==> src/rtl/bram_client_pkg.sv <==
// Shared constants and sizing helpers for the BRAM read client and its response FIFO.
package bram_client_pkg;

    localparam int RSP_DEPTH_MIN = 2;
    localparam int RSP_DEPTH_MAX = 16;

    // Occupancy must be able to represent every value from 0 up to and including depth.
    function automatic int occ_width(input int depth);
        return $clog2(depth + 1);
    endfunction

    // Pointer width; never narrower than one bit.
    function automatic int ptr_width(input int depth);
        return (depth > 1) ? $clog2(depth) : 1;
    endfunction

    function automatic bit depth_legal(input int depth);
        return (depth >= RSP_DEPTH_MIN) && (depth <= RSP_DEPTH_MAX);
    endfunction

endpackage

==> src/rtl/bram_rsp_fifo.sv <==
// Register-based response FIFO; pointers wrap at RSP_DEPTH so any depth in range is allowed.
// A dequeue request while empty is ignored.
module bram_rsp_fifo
    import bram_client_pkg::*;
#(
    parameter int DATA_W    = 32,
    parameter int RSP_DEPTH = 4
) (
    input  logic                                 clk,
    input  logic                                 rst_n,
    input  logic                                 enq,
    input  logic [DATA_W-1:0]                    enq_data,
    input  logic                                 deq,
    output logic [occ_width(RSP_DEPTH)-1:0]      occ,
    output logic [DATA_W-1:0]                    head_data
);

    localparam int OCC_W = occ_width(RSP_DEPTH);
    localparam int PTR_W = ptr_width(RSP_DEPTH);

    logic [DATA_W-1:0] storage [RSP_DEPTH];
    logic [PTR_W-1:0]  wr_ptr;
    logic [PTR_W-1:0]  rd_ptr;
    logic              do_deq;

    function automatic logic [PTR_W-1:0] ptr_next(input logic [PTR_W-1:0] p);
        return (p == PTR_W'(RSP_DEPTH - 1)) ? '0 : p + PTR_W'(1);
    endfunction

    assign do_deq    = deq && (occ != '0);
    assign head_data = storage[rd_ptr];

    // Data storage and write pointer; all entries clear on reset so the head reads zero.
    always_ff @(posedge clk or negedge rst_n) begin
        if (!rst_n) begin
            for (int i = 0; i < RSP_DEPTH; i++) begin
                storage[i] <= '0;
            end
            wr_ptr <= '0;
        end else if (enq) begin
            storage[wr_ptr] <= enq_data;
            wr_ptr          <= ptr_next(wr_ptr);
        end
    end

    // Read pointer and occupancy; a simultaneous enqueue and dequeue leaves occupancy unchanged.
    always_ff @(posedge clk or negedge rst_n) begin
        if (!rst_n) begin
            rd_ptr <= '0;
            occ    <= '0;
        end else begin
            if (do_deq) begin
                rd_ptr <= ptr_next(rd_ptr);
            end
            case ({enq, do_deq})
                2'b10:   occ <= occ + OCC_W'(1);
                2'b01:   occ <= occ - OCC_W'(1);
                default: occ <= occ;
            endcase
        end
    end

endmodule

==> src/rtl/bram_read_client.sv <==
// Requester side of a one-cycle-latency BRAM read port: turns a valid/ready address stream
// into read strobes and buffers returned words so a stalled consumer never loses data.
// Optional macro BRAM_READ_CLIENT_BYPASS_EN: forwards the returning word straight to the
// response port when the FIFO is empty, cutting latency from two cycles to one.
module bram_read_client
    import bram_client_pkg::*;
#(
    parameter int DATA_W    = 32,
    parameter int ADDR_W    = 9,
    parameter int RSP_DEPTH = 4
) (
    input  logic              CLK,
    input  logic              RST_N,
    input  logic              req_valid,
    output logic              req_ready,
    input  logic [ADDR_W-1:0] req_addr,
    output logic              bram_read_en,
    output logic [ADDR_W-1:0] bram_read_addr,
    input  logic [DATA_W-1:0] bram_read_data,
    output logic              rsp_valid,
    input  logic              rsp_ready,
    output logic [DATA_W-1:0] rsp_data
);

    localparam int OCC_W = occ_width(RSP_DEPTH);

    if (!depth_legal(RSP_DEPTH)) begin : g_bad_depth
        $error("bram_read_client: RSP_DEPTH outside legal range");
    end

    logic              inflight;
    logic              accept;
    logic              enq;
    logic              deq;
    logic              fifo_valid;
    logic              credit_ok;
    logic [OCC_W-1:0]  occ;
    logic [OCC_W:0]    pending;
    logic [DATA_W-1:0] head_data;
`ifdef BRAM_READ_CLIENT_BYPASS_EN
    logic              bypass_hit;
`endif

    // A request is only granted when the FIFO has room for every read already in flight,
    // so the returning word always has a slot; reset also blocks strobes while held.
    assign pending        = {1'b0, occ} + (OCC_W + 1)'(inflight);
    assign credit_ok      = pending < (OCC_W + 1)'(RSP_DEPTH);
    assign req_ready      = credit_ok && RST_N;
    assign accept         = req_valid && req_ready;
    assign bram_read_en   = accept;
    assign bram_read_addr = req_addr;

    // Remembers that a strobe went out, so the data arriving this cycle gets captured.
    always_ff @(posedge CLK or negedge RST_N) begin
        if (!RST_N) begin
            inflight <= 1'b0;
        end else begin
            inflight <= accept;
        end
    end

    // Response selection and FIFO control, with the optional empty-FIFO bypass.
    always_comb begin
        fifo_valid = (occ != '0);
        deq        = fifo_valid && rsp_ready;
        rsp_valid  = fifo_valid;
        rsp_data   = head_data;
        enq        = inflight;
`ifdef BRAM_READ_CLIENT_BYPASS_EN
        bypass_hit = !fifo_valid && inflight;
        if (bypass_hit) begin
            rsp_valid = 1'b1;
            rsp_data  = bram_read_data;
            enq       = !rsp_ready;
        end
`endif
    end

    bram_rsp_fifo #(
        .DATA_W    (DATA_W),
        .RSP_DEPTH (RSP_DEPTH)
    ) u_rsp_fifo (
        .clk       (CLK),
        .rst_n     (RST_N),
        .enq       (enq),
        .enq_data  (bram_read_data),
        .deq       (deq),
        .occ       (occ),
        .head_data (head_data)
    );

endmodule

==> config.mk <==
export PLATFORM = sky130hd
export DESIGN_NAME = bram_read_client
export DESIGN_NICKNAME = d
export VERILOG_FILES = /design/src/rtl/bram_client_pkg.sv /design/src/rtl/bram_rsp_fifo.sv /design/src/rtl/bram_read_client.sv
export SDC_FILE = /design/constraint.sdc
export NUM_CORES = 1
export LEC_CHECK = 0
export CORE_AREA = 3 3 129 131
export DETAILED_ROUTE_END_ITERATION = 6
export DIE_AREA = 0 0 132 134
export PLACE_DENSITY = 0.66
export REMOVE_ABC_BUFFERS = 1
export SYNTH_ARGS = -nofsm -noshare
export SYNTH_HDL_FRONTEND = slang
export SYNTH_SLANG_ARGS = --single-unit
==> constraint.sdc <==
create_clock -name CLK -period 3.5 [get_ports CLK]
set_input_delay 0.875 -clock CLK [delete_from_list [all_inputs] [get_ports CLK]]
set_output_delay 0.875 -clock CLK [all_outputs]
set_load 0.05 [all_outputs]
==> impl_metrics.toml, run 1 <==
[worst_hold_path]
min_from = "u_rsp_fifo.storage[63]"
hp-class = "flop to flop"
whs_path_depth = 1
worstHoldEndpoint = "u_rsp_fifo.storage[63]"

[global_routing]
grt_use_total_pct = 14.6
globalRouteMet3Util_pct = 5.81
use_met1_pct = 18.3
busiest_layer = "met2"
grt_pass1_wl_mm = 20.0
grtUsageMet2_pct = 23.8
antenna_found_initial = 0
grt_max_degree = 137
first_global_vias = 3683
grt-ovfl-total = 0

[power_and_ir_drop]
ir_worst_vdd_v = 0.000556
p_per_area_mw_per_mm2 = 1170
cellLeakagePower_nw = 3.16
power_mw = 8.81

[worst_setup_path]
worst_ep_required_time_ns = 2.62
r2r_setup_slack_ns = 1.56
end_kind = "primary output"
start_kind = "flop"
reg2reg_to = "u_rsp_fifo.occ[2]"
cp.arrival_ns = 2.48
reg2reg_depth = 9
critPathKind = "flop to primary output"
path_max_fanout = 17
r2r-start = "u_rsp_fifo.occ[0]"

[logic_synthesis]
synth_edf_count = 0
syn_avg_cell_area_um2 = 17.1
syn_area_mm2 = 0.00617
yosys-top-cells-count = "dfrtp_1, mux2_2, mux4_2, buf_6, buf_4"
synth.most_common_cell = "dfrtp_1"
synth_area_leader_cell = "dfrtp_1"
netlist_instances = 361
yosysWarnings = 0
async_reset_ff_share_pct = 100
synthFlopType = "dfrtp_1"
netlist.area_leader.share_pct = 55.2
yosysUniqueCellTypes = 24
yosys_register_bits = 136
seq_area_frac_synth_pct = 55.2
synth_area_leaders = "dfrtp_1, mux2_2, mux4_2"

[run_status]
status = "finished, final reports clean"

[clocking]
cts_max_path_buffers = 2
htree_levels = 4
clkLatencyLatePin_ns = 0.41
root_buffer = "clkbuf_16"
post_cts_buffers = 0
cts_tree = "built"
numCtsBuffers = 17
clkSlewWorstSetupHoldPaths_ns = 0.06
clock-sinks = 136

[cells_and_area]
fin_nets = 477
fillers = 1322
layout-drive-gt1-share_pct = 44.1
finish.utilization_pct = 48.0
n_antenna_cell = 0
area_delta_synth_final_pct = 22.4

[floorplan]
core_area_mm2 = 0.0157
io_pins = 89
dieArea_mm2 = 0.0177
initial_core_util_pct = 39.2
die_x_um = 132
rows = 46
dieHeight_um = 134

[placed_design]
dp_slack_ns = 0.500
place_congestion = 0.700
dp_hpwl_mm = 7.29
io_buffers = 70

[route]
dr_total_vias = 3256
drt_iter0_markers = 163
vias_per_cell = 4.98
ant_nets = 0
drt-pass1-iter-count = 4
drt-total-wl_mm = 12.1
drc = 0
wire_per_inst_um = 18.5

[sta]
max-slew-margin-rel_pct = 50.2
final-setup-viol-count = 0
post-route-min-period_ns = 3.36
fin_crit_sh_pct = 96.0
skew_ns = 0.00501
fmax_mhz = 298
worst_slack_ns = 0.140
finalHoldViolations = 0
worst_hold_slack_ns = 0.486
grt_setup_unrepaired = "no"
finalSetupTns_ns = 0
tightest_slew_ns = 0.747
drv_slew = 0

[run]
drv_cap = 0
registers in the layout (all words and copies together), names as in the netlist:
| signal | cells |
|---|---|
| enq | 1 |
| u_rsp_fifo.wr_ptr | 2 |
| u_rsp_fifo.occ | 3 |
| u_rsp_fifo.rd_ptr | 2 |
| u_rsp_fifo.storage | 128 |
worst max-delay path: stages (launching register included):
cell,delay [ns]
dfrtp_2,0.58
buf_12,0.24
mux4_2,0.53
clkdlybuf4s50_1,0.71
cells in the final DEF (no fill, tap or decap), types with 2 or more instances in the layout:
| master | instances |
|---|---|
| dfrtp_1 | 134 |
| mux2_2 | 121 |
| clkdlybuf4s50_1 | 66 |
| mux4_2 | 28 |
| clkbuf_16 | 17 |
| mux2_1 | 9 |
| inv_1 | 8 |
| ha_1 | 6 |
| buf_12 | 5 |
| mux4_1 | 4 |
| nand2_4 | 4 |
| clkbuf_8 | 4 |
| clkinv_2 | 4 |
| bufinv_16 | 3 |
| clkbuf_1 | 3 |
| nand2_1 | 2 |
| nor2_1 | 2 |
| o21ai_0 | 2 |
| xor2_1 | 2 |
| buf_4 | 2 |
| dfrtp_2 | 2 |
power by group:
group,internal [mW],total (mW),leakage (nW),switching (mW)
logic,1.95,4.16,1.28,2.21
registers,2.38,2.82,1.59,0.437
clock network,1.19,1.83,0.300,0.638
total,5.52,8.81,3.16,3.28
metal layers:
layer	share of wire (%)	up-vias
met5	0	-
met4	1.1	0
met3	5.6	15
met2	50	80
met1	43	1713
li1	-	1448
per-stage QoR:
step	area [µm²]	instances
floorplan	5870	331
global placement	6940	622
detailed placement	6940	622
CTS	7550	654
global route	7550	654
finish	7550	654
how the worst max path moves through the flow:
stage	from	to	slack [ns]	cells past startpoint
final	u_rsp_fifo.rd_ptr[0]	rsp_data[9]	0.14	3
after global routing	u_rsp_fifo.rd_ptr[0]	rsp_data[9]	0.02	3
after CTS	u_rsp_fifo.rd_ptr[0]	rsp_data[31]	0.05	3
after detailed placement	u_rsp_fifo.rd_ptr[0]	rsp_data[31]	0.50	3
after global placement	u_rsp_fifo.rd_ptr[0]	rsp_data[31]	0.50	3
after floorplan	RST_N	bram_read_en	-0.15	3
cells by family after synthesis:
family | count (synthesis) | share of synthesized area [%]
AOI/OAI and AO/OA | 3 | 0.304
xor gates and xnor gates | 3 | 0.426
adders and majority gates | 7 | 1.54
buffers and inverters | 38 | 5.36
DFF | 136 | 55.2
muxes | 163 | 35.8
and+or+nand+nor | 11 | 1.36
layout make-up:
class                           instances  area, µm²  share of cell area (%)
Clock buffer                           24        492                    6.51
Clock inverter                          8        118                    1.56
Inverter                                8       30.0                   0.398
Multi-Input combinational cell        187       2430                    32.2
Sequential cell                       136       3410                    45.1
Tap cell                              216        270                    3.58
Timing Repair Buffer                   75        800                    10.6
timing repair:
action                     CTS  global route
setup endpoints to repair    0             1
resized for setup            0             1
hold buffers                 0             0
(Power assumes the default switching activity.)
==> inputs of run 2 (changes only) <==
REMOVE_ABC_BUFFERS = not set   (was 1)
==> impl_metrics.toml, run 2 (synthesized netlist as in run 1, its figures left out) <==
[run_status]
status = "finished, final reports clean"

[worst_setup_path]
crit_chain = "buf_12, mux4_2, clkdlybuf4s50_1"
cpLargestDelayFamily = "buffers and inverters"
cp.arrival_ns = 2.50
r2r_setup_slack_ns = 1.54
slowest_delay_ns = 0.72
cp_num_buf_inv = 2
crit_slowest_cell = "clkdlybuf4s50_1"
end_kind = "primary output"
critPathKind = "flop to primary output"
start_kind = "flop"
worst_ep_required_time_ns = 2.62
reg2reg_depth = 9
r2r-start = "u_rsp_fifo.occ[0]"
reg2reg_to = "u_rsp_fifo.occ[2]"
path_max_fanout = 18

[route]
vias_per_cell = 5.00
drt-total-wl_mm = 12.0
dr_total_vias = 3273
wire_per_inst_um = 18.4
drc = 0
ant_nets = 0
drt-pass1-iter-count = 4
drt_iter0_markers = 151

[sta]
final-setup-viol-count = 0
skew_ns = 0.00463
post-route-min-period_ns = 3.37
tightest_slew_ns = 1.05
fin_crit_sh_pct = 96.4
grt_setup_unrepaired = "no"
drv_slew = 0
finalHoldViolations = 0
fmax_mhz = 297
finalSetupTns_ns = 0
max-slew-margin-rel_pct = 30.2

[global_routing]
grt_pass1_wl_mm = 19.6
use_met1_pct = 19.2
grt_max_degree = 86
grt-ovfl-total = 0
grt_use_total_pct = 14.4
busiest_layer = "met2"
antenna_found_initial = 0
first_global_vias = 3656
grtUsageMet2_pct = 22.7
globalRouteMet3Util_pct = 5.25

[clocking]
numCtsBuffers = 17
cts_tree = "built"
clkLatencyLatePin_ns = 0.41
cts_resized = 2
htree_levels = 4
root_buffer = "clkbuf_16"
cts_hold_buf = 0
clkSlewWorstSetupHoldPaths_ns = 0.05
cts_max_path_buffers = 2
post_cts_buffers = 0
clock-sinks = 136

[floorplan]
die_x_um = 132
rows = 46
core_area_mm2 = 0.0157
io_pins = 89
dieHeight_um = 134
initial_core_util_pct = 39.2
dieArea_mm2 = 0.0177

[cells_and_area]
fin_nets = 477
stdcell_count = 654
area_delta_synth_final_pct = 22.8
largest_register_ffs = 128
n_antenna_cell = 0
layout-drive-gt1-share_pct = 44.1
reg.largest.list = "u_rsp_fifo.storage: 128 flops, u_rsp_fifo.occ: 3 flops"
layout_commonest_cell = "dfrtp_1"
largest_register = "u_rsp_fifo.storage"
final_cell_mix = "dfrtp_1, mux2_2, clkdlybuf4s50_1"

[worst_hold_path]
worstHoldEndpoint = "u_rsp_fifo.storage[32]"
min_from = "u_rsp_fifo.storage[32]"
whs_path_depth = 1
hp-class = "flop to flop"

[placed_design]
placed_cells = 622
io_buffers = 70
dp_hpwl_mm = 7.33
place_congestion = 0.677

[logic_synthesis]
synth.net_count = 413

[run]
drv_cap = 0
## run 2: cell types whose count changed in the layout (fill, tap and decap cells not counted), sizes merged
cell,previous run,this run
dlygate4sd2,0,1
clkbuf,24,23
clkinvlp,1,0
bufinv,3,5
clkdlybuf4s50,66,65
## run 2: routing by layer
layer | part of all wire (%) | vias to the layer above | wire, µm
li1 | - | 1447 | -
met1 | 46 | 1738 | 5550
met2 | 49 | 75 | 5900
met3 | 4.0 | 13 | 487
met4 | 0.78 | 0 | 94
met5 | 0 | - | 0
## run 2: stage by stage
stage	setup WS, ns	utilization (%)	area, µm²	hold slack [ns]
CTS	0.0195	48.2	7570	0.491
finish	0.127	48.2	7570	0.487
global placement	0.409	44.1	6930	0.467
floorplan	0.366	-	6170	0.456
global route	0.0165	48.2	7570	0.494
detailed placement	0.391	44.1	6930	0.478
## run 2: cell type report
class                   instances  area [µm²]
well taps                     216         270
repair buffers                 75         786
clock inverters                 9         170
fillers                      1357        8140
multi-input cells             187        2440
inverters                       8        30.0
clock buffers                  23         468
flip-flops and latches        136        3410
## run 2: worst max path at each step
stage               cells after the start            startpoint      endpoint
finish                                  3  u_rsp_fifo.rd_ptr[0]  rsp_data[29]
global route                            3  u_rsp_fifo.rd_ptr[0]  rsp_data[19]
CTS                                     3  u_rsp_fifo.rd_ptr[0]  rsp_data[26]
detailed placement                      3  u_rsp_fifo.rd_ptr[0]  rsp_data[11]
global placement                        3  u_rsp_fifo.rd_ptr[0]  rsp_data[11]
floorplan                               3                 RST_N  bram_read_en
Power of run 2 is left out: the tool's default activity adds up to more than one toggle a clock period on the data nets, which glitch-free logic cannot reach.
